**src/rtl/cga_bus_pkg.sv**
```systemverilog
// Shared constants and types for the CGA/Tandy bus register front end.
// Used by cga_bus_regs and cga_wait_gen (optional feature macro: CGA_BUS_WAIT_EN).
package cga_bus_pkg;

  // Register offsets within the 16-byte I/O window
  localparam logic [3:0] OFS_MODE  = 4'h8;
  localparam logic [3:0] OFS_COLOR = 4'h9;
  localparam logic [3:0] OFS_INDEX = 4'hA;
  localparam logic [3:0] OFS_DATA  = 4'hE;

  // Tandy indirect register indices
  localparam logic [7:0] IDX_BORDER  = 8'h02;
  localparam logic [7:0] IDX_MODESEL = 8'h03;

  // Memory wait-state sequencer states
  typedef enum logic [1:0] {
    WS_IDLE   = 2'd0,
    WS_SYNC   = 2'd1,
    WS_ACCESS = 2'd2,
    WS_DONE   = 2'd3
  } wait_state_t;

endpackage

```
**src/rtl/cga_bus_regs_if.sv**
```systemverilog
// ISA-side bus signals of the CGA adapter, grouped with master (bus host)
// and slave (adapter) views.
interface cga_bus_regs_if;
  logic [14:0] bus_a;
  logic [7:0]  bus_d;
  logic        bus_ior_l;
  logic        bus_iow_l;
  logic        bus_memr_l;
  logic        bus_memw_l;
  logic        bus_aen;
  logic [7:0]  bus_out;
  logic        bus_dir;
  logic        bus_rdy;

  modport master (
    output bus_a, bus_d, bus_ior_l, bus_iow_l, bus_memr_l, bus_memw_l, bus_aen,
    input  bus_out, bus_dir, bus_rdy
  );

  modport slave (
    input  bus_a, bus_d, bus_ior_l, bus_iow_l, bus_memr_l, bus_memw_l, bus_aen,
    output bus_out, bus_dir, bus_rdy
  );
endinterface

```
**src/rtl/cga_wait_gen.sv**
```systemverilog
// Memory wait-state generator: holds the ISA bus not-ready until the CPU
// access slot of the sequencer has passed, with a watchdog that releases the
// bus after WAIT_MAX cycles. Only built when CGA_BUS_WAIT_EN is defined.
module cga_wait_gen
  import cga_bus_pkg::*;
#(
  parameter logic [4:0] SLOT_START = 5'd17,
  parameter logic [4:0] SLOT_END   = 5'd20,
  parameter logic [7:0] WAIT_MAX   = 8'd64
) (
  input  logic       clk,
  input  logic       rst_n,
  input  logic       req,
  input  logic [4:0] clkdiv,
  output logic       bus_rdy
);

  wait_state_t state_q, state_d;
  logic        rdy_q, rdy_d;
  logic [7:0]  cnt_q, cnt_d;
  logic        wd_hit_s;

  // Watchdog fires on the last permitted wait cycle so bus_rdy is low WAIT_MAX cycles at most
  assign wd_hit_s = (cnt_q == (WAIT_MAX - 8'd1));
  assign bus_rdy  = rdy_q;

  // State, ready and watchdog registers; reset releases the bus immediately
  always_ff @(posedge clk or negedge rst_n) begin
    if (!rst_n) begin
      state_q <= WS_IDLE;
      rdy_q   <= 1'b1;
      cnt_q   <= 8'd0;
    end else begin
      state_q <= state_d;
      rdy_q   <= rdy_d;
      cnt_q   <= cnt_d;
    end
  end

  // Next-state, ready and watchdog counter decisions
  always_comb begin
    state_d = state_q;
    rdy_d   = rdy_q;
    cnt_d   = cnt_q;
    case (state_q)
      WS_IDLE: begin
        if (req) begin
          state_d = WS_SYNC;
          rdy_d   = 1'b0;
          cnt_d   = 8'd0;
        end else begin
          rdy_d   = 1'b1;
        end
      end
      WS_SYNC: begin
        if (!req) begin
          state_d = WS_IDLE;
          rdy_d   = 1'b1;
        end else if (wd_hit_s) begin
          state_d = WS_DONE;
          rdy_d   = 1'b1;
        end else begin
          cnt_d = cnt_q + 8'd1;
          if (clkdiv == SLOT_START) begin
            state_d = WS_ACCESS;
          end else begin
            state_d = WS_SYNC;
          end
        end
      end
      WS_ACCESS: begin
        if (!req) begin
          state_d = WS_IDLE;
          rdy_d   = 1'b1;
        end else if (clkdiv == SLOT_END) begin
          state_d = WS_DONE;
          rdy_d   = 1'b1;
        end else if (wd_hit_s) begin
          state_d = WS_DONE;
          rdy_d   = 1'b1;
        end else begin
          cnt_d = cnt_q + 8'd1;
        end
      end
      WS_DONE: begin
        rdy_d = 1'b1;
        if (!req) begin
          state_d = WS_IDLE;
        end else begin
          state_d = WS_DONE;
        end
      end
      default: begin
        state_d = WS_IDLE;
        rdy_d   = 1'b1;
      end
    endcase
  end

endmodule

```
**src/rtl/cga_bus_regs.sv**
```systemverilog
// ISA-side front end of the CGA/Tandy adapter: I/O window decode, mode/colour
// and Tandy indirect registers, palette, status/CRTC read-back and (with
// CGA_BUS_WAIT_EN defined) memory wait-state generation. Without the macro
// bus_rdy is tied high. Writes commit once on the synchronised iow_l edge.
module cga_bus_regs
  import cga_bus_pkg::*;
#(
  parameter logic [15:0] IO_BASE_ADDR = 16'h3D0,
  parameter int          PAL_ENTRIES  = 16,
  parameter int          PAL_W        = 4,
  parameter logic [7:0]  PAL_BASE     = 8'h10,
  parameter logic [4:0]  SLOT_START   = 5'd17,
  parameter logic [4:0]  SLOT_END     = 5'd20,
  parameter logic [7:0]  WAIT_MAX     = 8'd64,
  localparam int         PAL_AW       = $clog2(PAL_ENTRIES)
) (
  input  logic              clk,
  input  logic              rst_n,
  cga_bus_regs_if.slave     bus,
  input  logic              cga_hw,
  input  logic              mem_cs,
  input  logic [4:0]        clkdiv,
  input  logic              vsync_l,
  input  logic              display_enable,
  input  logic [7:0]        crtc_dout,
  output logic              crtc_cs,
  output logic [7:0]        mode_reg,
  output logic [7:0]        color_reg,
  output logic [3:0]        border_col,
  output logic [4:0]        modesel,
  input  logic [PAL_AW-1:0] pal_rd_idx,
  output logic [PAL_W-1:0]  pal_rd_data
);

  // Strobe synchronisers, bit order {ior, iow, memr, memw}
  logic [3:0] strb_meta_q, strb_sync_q;
  logic       iow_prev_q;
  // Status synchronisers, bit order {vsync_l, display_enable}
  logic [1:0] stat_meta_q, stat_sync_q;

  logic [7:0]       mode_q, mode_d;
  logic [7:0]       color_q, color_d;
  logic [7:0]       index_q, index_d;
  logic [3:0]       border_q, border_d;
  logic [4:0]       modesel_q, modesel_d;
  logic [PAL_W-1:0] pal_q [PAL_ENTRIES];

  logic              io_hit_s, wr_commit_s, status_hit_s, pal_hit_s, pal_we_s;
  logic [3:0]        ofs_s;
  logic [8:0]        idx9_s, base9_s;
  logic [PAL_AW-1:0] pal_widx_s;
  logic [7:0]        status_s;
  logic              strb_unused_s;

  assign io_hit_s     = ~bus.bus_aen & cga_hw & (bus.bus_a[14:4] == IO_BASE_ADDR[14:4]);
  assign ofs_s        = bus.bus_a[3:0];
  assign wr_commit_s  = iow_prev_q & ~strb_sync_q[2];
  assign status_hit_s = io_hit_s & (ofs_s == OFS_INDEX);
  assign crtc_cs      = io_hit_s & ~ofs_s[3];
  assign status_s     = {4'hF, stat_sync_q[1], 2'b10, ~stat_sync_q[0]};

  // Palette window test in 9 bits so PAL_BASE+PAL_ENTRIES cannot wrap
  assign idx9_s     = {1'b0, index_q};
  assign base9_s    = {1'b0, PAL_BASE};
  assign pal_hit_s  = (idx9_s >= base9_s) && (idx9_s < (base9_s + 9'(PAL_ENTRIES)));
  assign pal_widx_s = PAL_AW'(index_q - PAL_BASE);

  // The synchronised read strobe is not needed: reads are served from raw ior_l
  assign strb_unused_s = strb_sync_q[3];

  assign mode_reg    = mode_q;
  assign color_reg   = color_q;
  assign border_col  = border_q;
  assign modesel     = modesel_q;
  // Combinational read: a same-cycle write becomes visible on the next cycle
  assign pal_rd_data = pal_q[pal_rd_idx];

  // Two-flop synchronisers for the asynchronous bus strobes and CRTC status
  always_ff @(posedge clk or negedge rst_n) begin
    if (!rst_n) begin
      strb_meta_q <= 4'b1111;
      strb_sync_q <= 4'b1111;
      iow_prev_q  <= 1'b1;
      stat_meta_q <= 2'b10;
      stat_sync_q <= 2'b10;
    end else begin
      strb_meta_q <= {bus.bus_ior_l, bus.bus_iow_l, bus.bus_memr_l, bus.bus_memw_l};
      strb_sync_q <= strb_meta_q;
      iow_prev_q  <= strb_sync_q[2];
      stat_meta_q <= {vsync_l, display_enable};
      stat_sync_q <= stat_meta_q;
    end
  end

  // Decode one committed write into register next-state values
  always_comb begin
    mode_d    = mode_q;
    color_d   = color_q;
    index_d   = index_q;
    border_d  = border_q;
    modesel_d = modesel_q;
    pal_we_s  = 1'b0;
    if (wr_commit_s && io_hit_s) begin
      case (ofs_s)
        OFS_MODE:  mode_d  = bus.bus_d;
        OFS_COLOR: color_d = bus.bus_d;
        OFS_INDEX: index_d = bus.bus_d;
        OFS_DATA: begin
          if (index_q == IDX_BORDER) begin
            border_d = bus.bus_d[3:0];
          end else if (index_q == IDX_MODESEL) begin
            modesel_d = bus.bus_d[4:0];
          end else if (pal_hit_s) begin
            pal_we_s = 1'b1;
          end else begin
            pal_we_s = 1'b0;
          end
        end
        default: pal_we_s = 1'b0;
      endcase
    end else begin
      pal_we_s = 1'b0;
    end
  end

  // Register file and palette storage
  always_ff @(posedge clk or negedge rst_n) begin
    if (!rst_n) begin
      mode_q    <= 8'h29;
      color_q   <= 8'h00;
      index_q   <= 8'h00;
      border_q  <= 4'h0;
      modesel_q <= 5'h00;
      for (int i = 0; i < PAL_ENTRIES; i++) begin
        pal_q[i] <= PAL_W'(i);
      end
    end else begin
      mode_q    <= mode_d;
      color_q   <= color_d;
      index_q   <= index_d;
      border_q  <= border_d;
      modesel_q <= modesel_d;
      for (int i = 0; i < PAL_ENTRIES; i++) begin
        if (pal_we_s && (pal_widx_s == PAL_AW'(i))) begin
          pal_q[i] <= bus.bus_d[PAL_W-1:0];
        end
      end
    end
  end

  // Read-back mux on the raw read strobe: status first, then odd CRTC offsets
  always_comb begin
    bus.bus_out = 8'h00;
    if (!bus.bus_ior_l && status_hit_s) begin
      bus.bus_out = status_s;
    end else if (!bus.bus_ior_l && crtc_cs && ofs_s[0]) begin
      bus.bus_out = crtc_dout;
    end else begin
      bus.bus_out = 8'h00;
    end
  end

  assign bus.bus_dir = (crtc_cs | status_hit_s) & ~bus.bus_ior_l;

`ifdef CGA_BUS_WAIT_EN
  logic mem_req_s;
  assign mem_req_s = mem_cs & (~strb_sync_q[1] | ~strb_sync_q[0]);

  cga_wait_gen #(
    .SLOT_START (SLOT_START),
    .SLOT_END   (SLOT_END),
    .WAIT_MAX   (WAIT_MAX)
  ) u_wait_gen (
    .clk     (clk),
    .rst_n   (rst_n),
    .req     (mem_req_s),
    .clkdiv  (clkdiv),
    .bus_rdy (bus.bus_rdy)
  );
`else
  logic wait_unused_s;
  assign wait_unused_s = ^{mem_cs, clkdiv, strb_sync_q[1:0], SLOT_START, SLOT_END, WAIT_MAX};
  assign bus.bus_rdy   = 1'b1;
`endif

endmodule

```
**src/flat_wrapper.sv**
```systemverilog
// flat-port wrapper written by rule: the top's interface ports become plain ports
module cga_bus_regs_flat import cga_bus_pkg::*;
#(
  parameter logic [15:0] IO_BASE_ADDR = 16'h3D0,
  parameter int          PAL_ENTRIES  = 16,
  parameter int          PAL_W        = 4,
  parameter logic [7:0]  PAL_BASE     = 8'h10,
  parameter logic [4:0]  SLOT_START   = 5'd17,
  parameter logic [4:0]  SLOT_END     = 5'd20,
  parameter logic [7:0]  WAIT_MAX     = 8'd64,
  localparam int         PAL_AW       = $clog2(PAL_ENTRIES)
)
  (clk, rst_n, cga_hw, mem_cs, clkdiv, vsync_l, display_enable, crtc_dout, crtc_cs, mode_reg, color_reg, border_col, modesel, pal_rd_idx, pal_rd_data, bus_bus_a, bus_bus_d, bus_bus_ior_l, bus_bus_iow_l, bus_bus_memr_l, bus_bus_memw_l, bus_bus_aen, bus_bus_out, bus_bus_dir, bus_bus_rdy);
  cga_bus_regs_if bus_i ();
  input  logic clk;
  input  logic rst_n;
  input  logic cga_hw;
  input  logic mem_cs;
  input  logic [4:0] clkdiv;
  input  logic vsync_l;
  input  logic display_enable;
  input  logic [7:0] crtc_dout;
  output logic crtc_cs;
  output logic [7:0] mode_reg;
  output logic [7:0] color_reg;
  output logic [3:0] border_col;
  output logic [4:0] modesel;
  input  logic [PAL_AW-1:0] pal_rd_idx;
  output logic [PAL_W-1:0] pal_rd_data;
  input wire logic [$bits(bus_i.bus_a)-1:0] bus_bus_a;
  input wire logic [$bits(bus_i.bus_d)-1:0] bus_bus_d;
  input wire logic [$bits(bus_i.bus_ior_l)-1:0] bus_bus_ior_l;
  input wire logic [$bits(bus_i.bus_iow_l)-1:0] bus_bus_iow_l;
  input wire logic [$bits(bus_i.bus_memr_l)-1:0] bus_bus_memr_l;
  input wire logic [$bits(bus_i.bus_memw_l)-1:0] bus_bus_memw_l;
  input wire logic [$bits(bus_i.bus_aen)-1:0] bus_bus_aen;
  output wire logic [$bits(bus_i.bus_out)-1:0] bus_bus_out;
  output wire logic [$bits(bus_i.bus_dir)-1:0] bus_bus_dir;
  output wire logic [$bits(bus_i.bus_rdy)-1:0] bus_bus_rdy;
  assign bus_i.bus_a = bus_bus_a;
  assign bus_i.bus_d = bus_bus_d;
  assign bus_i.bus_ior_l = bus_bus_ior_l;
  assign bus_i.bus_iow_l = bus_bus_iow_l;
  assign bus_i.bus_memr_l = bus_bus_memr_l;
  assign bus_i.bus_memw_l = bus_bus_memw_l;
  assign bus_i.bus_aen = bus_bus_aen;
  assign bus_bus_out = bus_i.bus_out;
  assign bus_bus_dir = bus_i.bus_dir;
  assign bus_bus_rdy = bus_i.bus_rdy;
  cga_bus_regs #(.IO_BASE_ADDR(IO_BASE_ADDR), .PAL_ENTRIES(PAL_ENTRIES), .PAL_W(PAL_W), .PAL_BASE(PAL_BASE), .SLOT_START(SLOT_START), .SLOT_END(SLOT_END), .WAIT_MAX(WAIT_MAX)) u_core (.clk(clk), .rst_n(rst_n), .bus(bus_i), .cga_hw(cga_hw), .mem_cs(mem_cs), .clkdiv(clkdiv), .vsync_l(vsync_l), .display_enable(display_enable), .crtc_dout(crtc_dout), .crtc_cs(crtc_cs), .mode_reg(mode_reg), .color_reg(color_reg), .border_col(border_col), .modesel(modesel), .pal_rd_idx(pal_rd_idx), .pal_rd_data(pal_rd_data));
endmodule
```
**config.mk**
```make
export PLATFORM = sky130hd
export DESIGN_NAME = cga_bus_regs_flat
export DESIGN_NICKNAME = d
export VERILOG_FILES = /design/src/rtl/cga_bus_pkg.sv /design/src/rtl/cga_bus_regs_if.sv /design/src/rtl/cga_wait_gen.sv /design/src/rtl/cga_bus_regs.sv /design/src/flat_wrapper.sv
export SDC_FILE = /design/constraint.sdc
export NUM_CORES = 1
export LEC_CHECK = 0
export BUFFER_PORTS_ARGS = -buffer_cell sky130_fd_sc_hd__clkbuf_2
export CAP_MARGIN = 20
export CORE_MARGIN = 10
export CORE_UTILIZATION = 53
export DETAILED_ROUTE_END_ITERATION = 6
export GPL_TIMING_DRIVEN = 0
export MAX_ROUTING_LAYER = met4
export PLACE_DENSITY = 0.77
export SLEW_MARGIN = 40
export SYNTH_ARGS = -nofsm -noshare
export SYNTH_HDL_FRONTEND = slang
export SYNTH_SLANG_ARGS = --single-unit
```
**constraint.sdc**
```tcl
create_clock -name clk -period 2.25 [get_ports clk]
set_input_delay 0.225 -clock clk [delete_from_list [all_inputs] [get_ports clk]]
set_output_delay 0.225 -clock clk [all_outputs]
set_load 0.05 [all_outputs]
```
==> impl_metrics.toml, run 1 <==
[final_layout]
largest_register_ffs = 64
final_cells = 554
drive_gt1_share_pct = 65.0
regMostFlops = "u_core.pal_q"
final_util_pct = 64.8
multiInputGateArea_um2 = 2310
seqCellArea_um2 = 2650
area_delta_synth_final_pct = 20.3
num-fill-cells = 695
nets = 489
antenna_cells = 0

[pwr]
p_comb_share_pct = 5.6
p_seq_share_pct = 55.8
leakage_nw = 2.91
ir_drop_mv = 0.469
finalPower_mw = 3.37
pwr-share-clk_pct = 38.6
p_per_area_nw_per_um2 = 569
p_int_mw = 2.58
swShare_pct = 23.4
p_switching_mw = 0.791

[sta]
hold_viol = 0
post-route-period-util_pct = 95.4
slew_headroom_pct = 53.2
skew_ns = 0.0108
worstMarginPinSlew_ns = 0.697
period_needed_ns = 2.15
setup-violations-final = 0
worst_slack_ns = 0.103
report.final.slew_viol_count = 0
fmax_ghz = 0.466

[job]
drv_cap = 0

[grt]
grt_max_degree = 68
grt_usage_pct = 17.6
globalRoute.totalOverflow = 0
grt_pass1_wl_um = 17900
grt_pass1_vias = 3414
antenna_found_initial = 0

[logic_synthesis]
synth_nets = 391
synth-seq-cells = 104
yosys.cell_types.count = 37
async_flop_share_pct = 100
yosysMostFrequentCell = "mux2_2"
yosysTopAreaCellShare_pct = 32.5
netlist_area_um2 = 4930
syn_area_per_cell_um2 = 14.5
seq_area_frac_synth_pct = 53.8
netlist_instances = 340
synth-edff-count = 0
synthTopCellsByCount = "93 x mux2_2, 64 x dfrtp_1, 40 x dfstp_2"
synth_top_area_cell = "dfrtp_1"
ys_top_cells_by_area = "dfrtp_1 32%, dfstp_2 21%, mux2_2 21%"
yosysWarnings = 0
synth_ff_type = "dfrtp_1"

[min_path]
min_path_type = "in2reg"

[floorplanning]
rows = 35
chipHeight_um = 116
die_x_um = 116
start_util_pct = 53.8
io_pins = 91
core_area_um2 = 9150
die_area_um2 = 13600

[critical_path]
crit_arrival_ns = 2.41
criticalPathCategory = "reg2reg"
path_max_fanout = 9
cp_cell_sequence = "clkbuf_1, nor2b_1, inv_1, nor4_4, mux2_2"
end_kind = "register"
slowest_stage = "nor4_4"
start_kind = "register"
required_ns = 2.51
rrSetupSlack_ns = 0.10
cpPeakStageDelay_ns = 0.46

[clock_network]
insertion_delay_ns = 0.37
clock-sinks = 104
path_clk_slew_ns = 0.10
clock_path_buffers = 2
cts_made_buffers = 9
cts_root_buf = "clkbuf_8"
tritoncts = "done"
htreeDepth = 3

[placed_design]
dp.cells = 531
dpl_worst_slack_ns = -0.199
hpwlAfterDp_um = 8260
gp_congestion = 0.859
io_buffers = 79

[routing]
dr.pass1.iters = 4
drt_wl_total_um = 11200
drt_iter0_markers = 160
drcViolationCount = 0
vias_per_cell = 5.80
ant_nets = 0
routedWlPerCell_um = 20.3
num_vias = 3215

[outcome]
status = "complete, no violations"
## power groups by stage
| stage | sequential [mW] | combinational (mW) | clock, mW |
|---|---|---|---|
| finish | 1.88 | 0.189 | 1.30 |
| detailed placement | 1.92 | 0.179 | 0 |
| CTS | 1.88 | 0.188 | 1.33 |
| global route | 1.88 | 0.209 | 1.40 |
| floorplan | 1.92 | 0.0656 | 0 |
| global placement | 1.92 | 0.166 | 0 |
## per-layer routing
metal / up-vias / track usage (%) / share of wire (%) / wire length (um)
li1: 1461 / - / - / -
met1: 1669 / 21.3 / 43 / 4790
met2: 77 / 29.0 / 52 / 5860
met3: 8 / 4.47 / 4.3 / 481
met4: 0 / 4.25 / 0.79 / 89
met5: - / - / 0 / 0
## final timing paths
kind / to / start / depth (start not counted)
setup / recovery: u_core.border_col[2]$_DFFE_PN0P_ / u_core.index_q[1]$_DFFE_PN0P_ / 5
hold / removal: u_core.color_reg[6]$_DFFE_PN0P_ / bus_bus_d[6] / 2
setup reg to reg: u_core.border_col[2]$_DFFE_PN0P_ / u_core.index_q[1]$_DFFE_PN0P_ / 5
max in group asynchronous: u_core.pal_q[53]$_DFFE_PN1P_ / rst_n / 3
hold reg to reg: u_core.stat_sync_q[0]$_DFF_PN0_ / u_core.stat_meta_q[0]$_DFF_PN0_ / 0
min in group asynchronous: u_core.mode_reg[2]$_DFFE_PN0P_ / rst_n / 2
## worst max-delay path, delay by kind of cell, from the launching register on
family / cells / cell delay (ns)
AND/OR/NAND/NOR: 2 / 0.87
multiplexers: 1 / 0.38
buffers and inverters: 2 / 0.45
flip-flops: 1 / 0.34
## metrics by stage
stage          area, um^2  setup TNS (ns)  hold slack (ns)
3_3_place_gp         5470          -21.09            0.315
6_report             5930               0            0.113
5_1_grt              5930          -0.201            0.115
4_1_cts              5800               0            0.104
2_1_floorplan        4930               0          -0.0706
3_5_place_dp         5510           -2.63            0.155
## cells in the final DEF (no fill, tap or decap), types with 3 or more instances in the layout
cell type      netlist  routed
buf_4                1       6
nand4_1              9       9
a21o_1               5       5
mux2_4               4       4
mux4_2              16      16
nor2b_1              8       7
nor3_4               0      10
nor3_1               6       3
nor3_2              10       3
clkbuf_1            13      11
clkbuf_2             0      77
dfstp_2             40      40
buf_2                6       8
nor2_1               6       6
nand2_1              6       6
nand3_1             21      21
dlygate4sd3_1        0       4
a22oi_1              4       4
dfrtp_1             64      64
clkbuf_8             0      10
nor4_4               2       5
mux2_2              93      93
## layout make-up
| cell class | instances | share of cell area [%] |
|---|---|---|
| Sequential cell | 104 | 44.7 |
| Multi-Input combinational cell | 213 | 39.0 |
| Timing Repair Buffer | 87 | 8.33 |
| Tap cell | 111 | 2.34 |
| Clock buffer | 9 | 2.09 |
| Clock inverter | 7 | 1.71 |
| Buffer | 21 | 1.67 |
| Inverter | 2 | 0.127 |
## logic make-up after synthesis
family | after synthesis | share of synthesized area [%]
mux | 113 | 29.8
simple gates | 87 | 12.4
flops | 104 | 53.8
compound gates | 12 | 1.90
other cells | 1 | 0.0761
buf+inv | 23 | 1.98
## repair_timing
| item | in CTS | in global routing |
|---|---|---|
| pin swaps | 1 | 2 |
| buffers inserted | 0 | 3 |
| endpoints found under the setup margin | 12 | 82 |
| resized for setup | 5 | 25 |
| endpoints found under the hold margin | 32 | 0 |
| hold buffers | 4 | 0 |
Note: power is estimated with default switching activity, not from simulation.
==> run 2, diff against run 1 <==
Settings changed: CORE_UTILIZATION 53 to 55, PLACE_DENSITY 0.77 to 0.79.
==> run 2 against run 1 <==
  * Clock power fell by 21%
  * Critical path type is now in2out
  * Setup slack got worse by 0.0019 ns
  * Non-clock buffer count fell by 1
  * Sequential share of layout area rose by 0.55 points
  * Largest cell class unchanged
  * Critical endpoint is now bus_bus_out[1]
  * Combinational power barely moved
  * Via count fell by 0.34%
  * Routed wire length barely moved
  * Count of clock-buffer cells in the layout rose by 1
  * Total power fell by 8.1%
  * Design area fell by 1.2%
==> impl_metrics.toml, run 2 (same netlist as run 1, synthesis figures left out) <==
[routing]
ant_nets = 0
vias_per_cell = 5.84
drcViolationCount = 0
dr.pass1.iters = 4
routedWlPerCell_um = 20.4
drt_iter0_markers = 159
num_vias = 3204
drt_wl_total_um = 11200

[critical_path]
rrSetupSlack_ns = 0.12
crit_arrival_ns = 1.92
critPathTopFamily = "buffers and inverters"
path_max_fanout = 9
cpPeakStageDelay_ns = 0.28
rr_endpoint = "u_core.color_reg[3]$_DFFE_PN0P_"
reg2reg_from = "u_core.iow_prev_q$_DFF_PN1_"
r2r_cells = 4
start_kind = "primary input"
critical_path_buf_inv_count = 4
required_ns = 2.03
critical_path.most_common_cell = "clkbuf_2"
slowest_stage = "buf_2"
worst-path-stages = 8
end_kind = "output port"
cp_cell_sequence = "clkbuf_2, nor4bb_1, buf_2, nand3_4, nor4_4, buf_4, and2_1, clkbuf_2"
criticalPathCategory = "in2out"

[pwr]
leakage_nw = 2.87
finalPower_mw = 3.10
ir_drop_mv = 0.414
p_per_area_nw_per_um2 = 529

[final_layout]
final_cell_mix = "93 x mux2_2, 80 x clkbuf_2, 64 x dfrtp_1"
drive_gt1_share_pct = 64.4
antenna_cells = 0
num-fill-cells = 648
layout_commonest_cell = "mux2_2"
regMostFlops = "u_core.pal_q"
final_cells = 549
largest_register_ffs = 64
nets = 488
area_delta_synth_final_pct = 18.9
final_util_pct = 67.2

[grt]
antenna_found_initial = 0
grt_max_degree = 66
grt_pass1_vias = 3498
globalRoute.totalOverflow = 0
grt_usage_pct = 18.4
grt_pass1_wl_um = 18600

[sta]
skew_ns = 0.00893
worst_slack_ns = 0.101
fmax_ghz = 0.465
post-route-period-util_pct = 95.5
worstMarginPinSlew_ns = 0.728
hold_viol = 0
report.final.slew_viol_count = 0
rsz0062_at_grt = "no"
slew_headroom_pct = 51.1
setup_tns_ns = 0
setup-violations-final = 0
period_needed_ns = 2.15

[floorplanning]
die_x_um = 115
core_area_um2 = 8720
chipHeight_um = 115
die_area_um2 = 13100
io_pins = 91
rows = 34
start_util_pct = 56.5

[clock_network]
cts_made_buffers = 9
insertion_delay_ns = 0.36
tritoncts = "done"
htreeDepth = 3
cts_root_buf = "clkbuf_8"
path_clk_slew_ns = 0.09
clock-sinks = 104
clock_path_buffers = 2

[min_path]
worstHoldEndpoint = "u_core.index_q[6]$_DFFE_PN0P_"
min_path_type = "in2reg"
min_path_cells = 2
worstHoldStart = "bus_bus_d[6]"

[job]
drv_cap = 0

[placed_design]
gp_congestion = 0.835
dp.cells = 528
io_buffers = 79
dpl_worst_slack_ns = -0.241
hpwlAfterDp_um = 8210

[outcome]
status = "complete, no violations"
-- run 2: changes by cell type in the layout (fill, tap and decap cells not counted) --
cell	delta
clkbuf_1	+1
buf_4	-1
buf_2	-3
bufinv_16	-2
nor3_1	+1
clkbuf_2	+3
nor3_2	-1
-- run 2: repair_timing --
action	in CTS	in global routing
buffers inserted	0	2
gates resized for setup	8	18
endpoints found under the hold margin	20	0
hold buffers	4	0
pin swaps	1	1
cloned	0	0
endpoints found under the setup margin	16	76
-- run 2: area by class of cell --
type,count,area (um^2),share of cell area (%)
inverters,2,7.51,0.128
multi-input cells,213,2310,39.4
flip-flops and latches,104,2650,45.3
repair buffers,86,487,8.31
clock buffers,10,128,2.18
plain buffers,21,98.8,1.69
well taps,108,135,2.31
clock inverters,5,41.3,0.705
-- run 2: where the power goes --
group / internal, mW / switching [mW]
Sequential: 1.88 / 0.00203
Clock: 0.407 / 0.621
Combinational: 0.0655 / 0.125
-- run 2: worst max-delay path by stage --
| stage | slack [ns] | to | startpoint |
|---|---|---|---|
| 5_1_grt | 0.002 | bus_bus_out[7] | bus_bus_a[11] |
| 6_report | 0.10 | bus_bus_out[1] | bus_bus_a[11] |
| 2_1_floorplan | 0.007 | pal_rd_data[1] | pal_rd_idx[0] |
| 3_3_place_gp | -0.30 | u_core.pal_q[58]$_DFFE_PN0P_ | rst_n |
| 3_5_place_dp | -0.24 | pal_rd_data[2] | pal_rd_idx[0] |
| 4_1_cts | -0.006 | u_core.pal_q[26]$_DFFE_PN0P_ | u_core.iow_prev_q$_DFF_PN1_ |
-- run 2: routing by layer --
layer  track usage, %  vias to the layer above  wire length, um  part of all wire (%)
met3             3.72                       10              486                   4.3
li1                 -                     1465                -                     -
met2             30.0                       81             5920                    53
met1             22.6                     1648             4640                    41
met5                -                        -                0                     0
met4             5.76                        0              170                   1.5
-- run 2: worst register-to-register path: cells and delay by family, from the launching register on --
family / cells / cell delay (ns)
and+or+nand+nor: 3 / 1.08
DFF: 1 / 0.53
muxes: 1 / 0.41
-- run 2: stage by stage --
stage,cell area [um^2],hold slack (ns)
6_report,5860,0.132
5_1_grt,5860,0.115
4_1_cts,5760,0.109
3_5_place_dp,5510,0.164
3_3_place_gp,5470,0.314
2_1_floorplan,4930,-0.0706
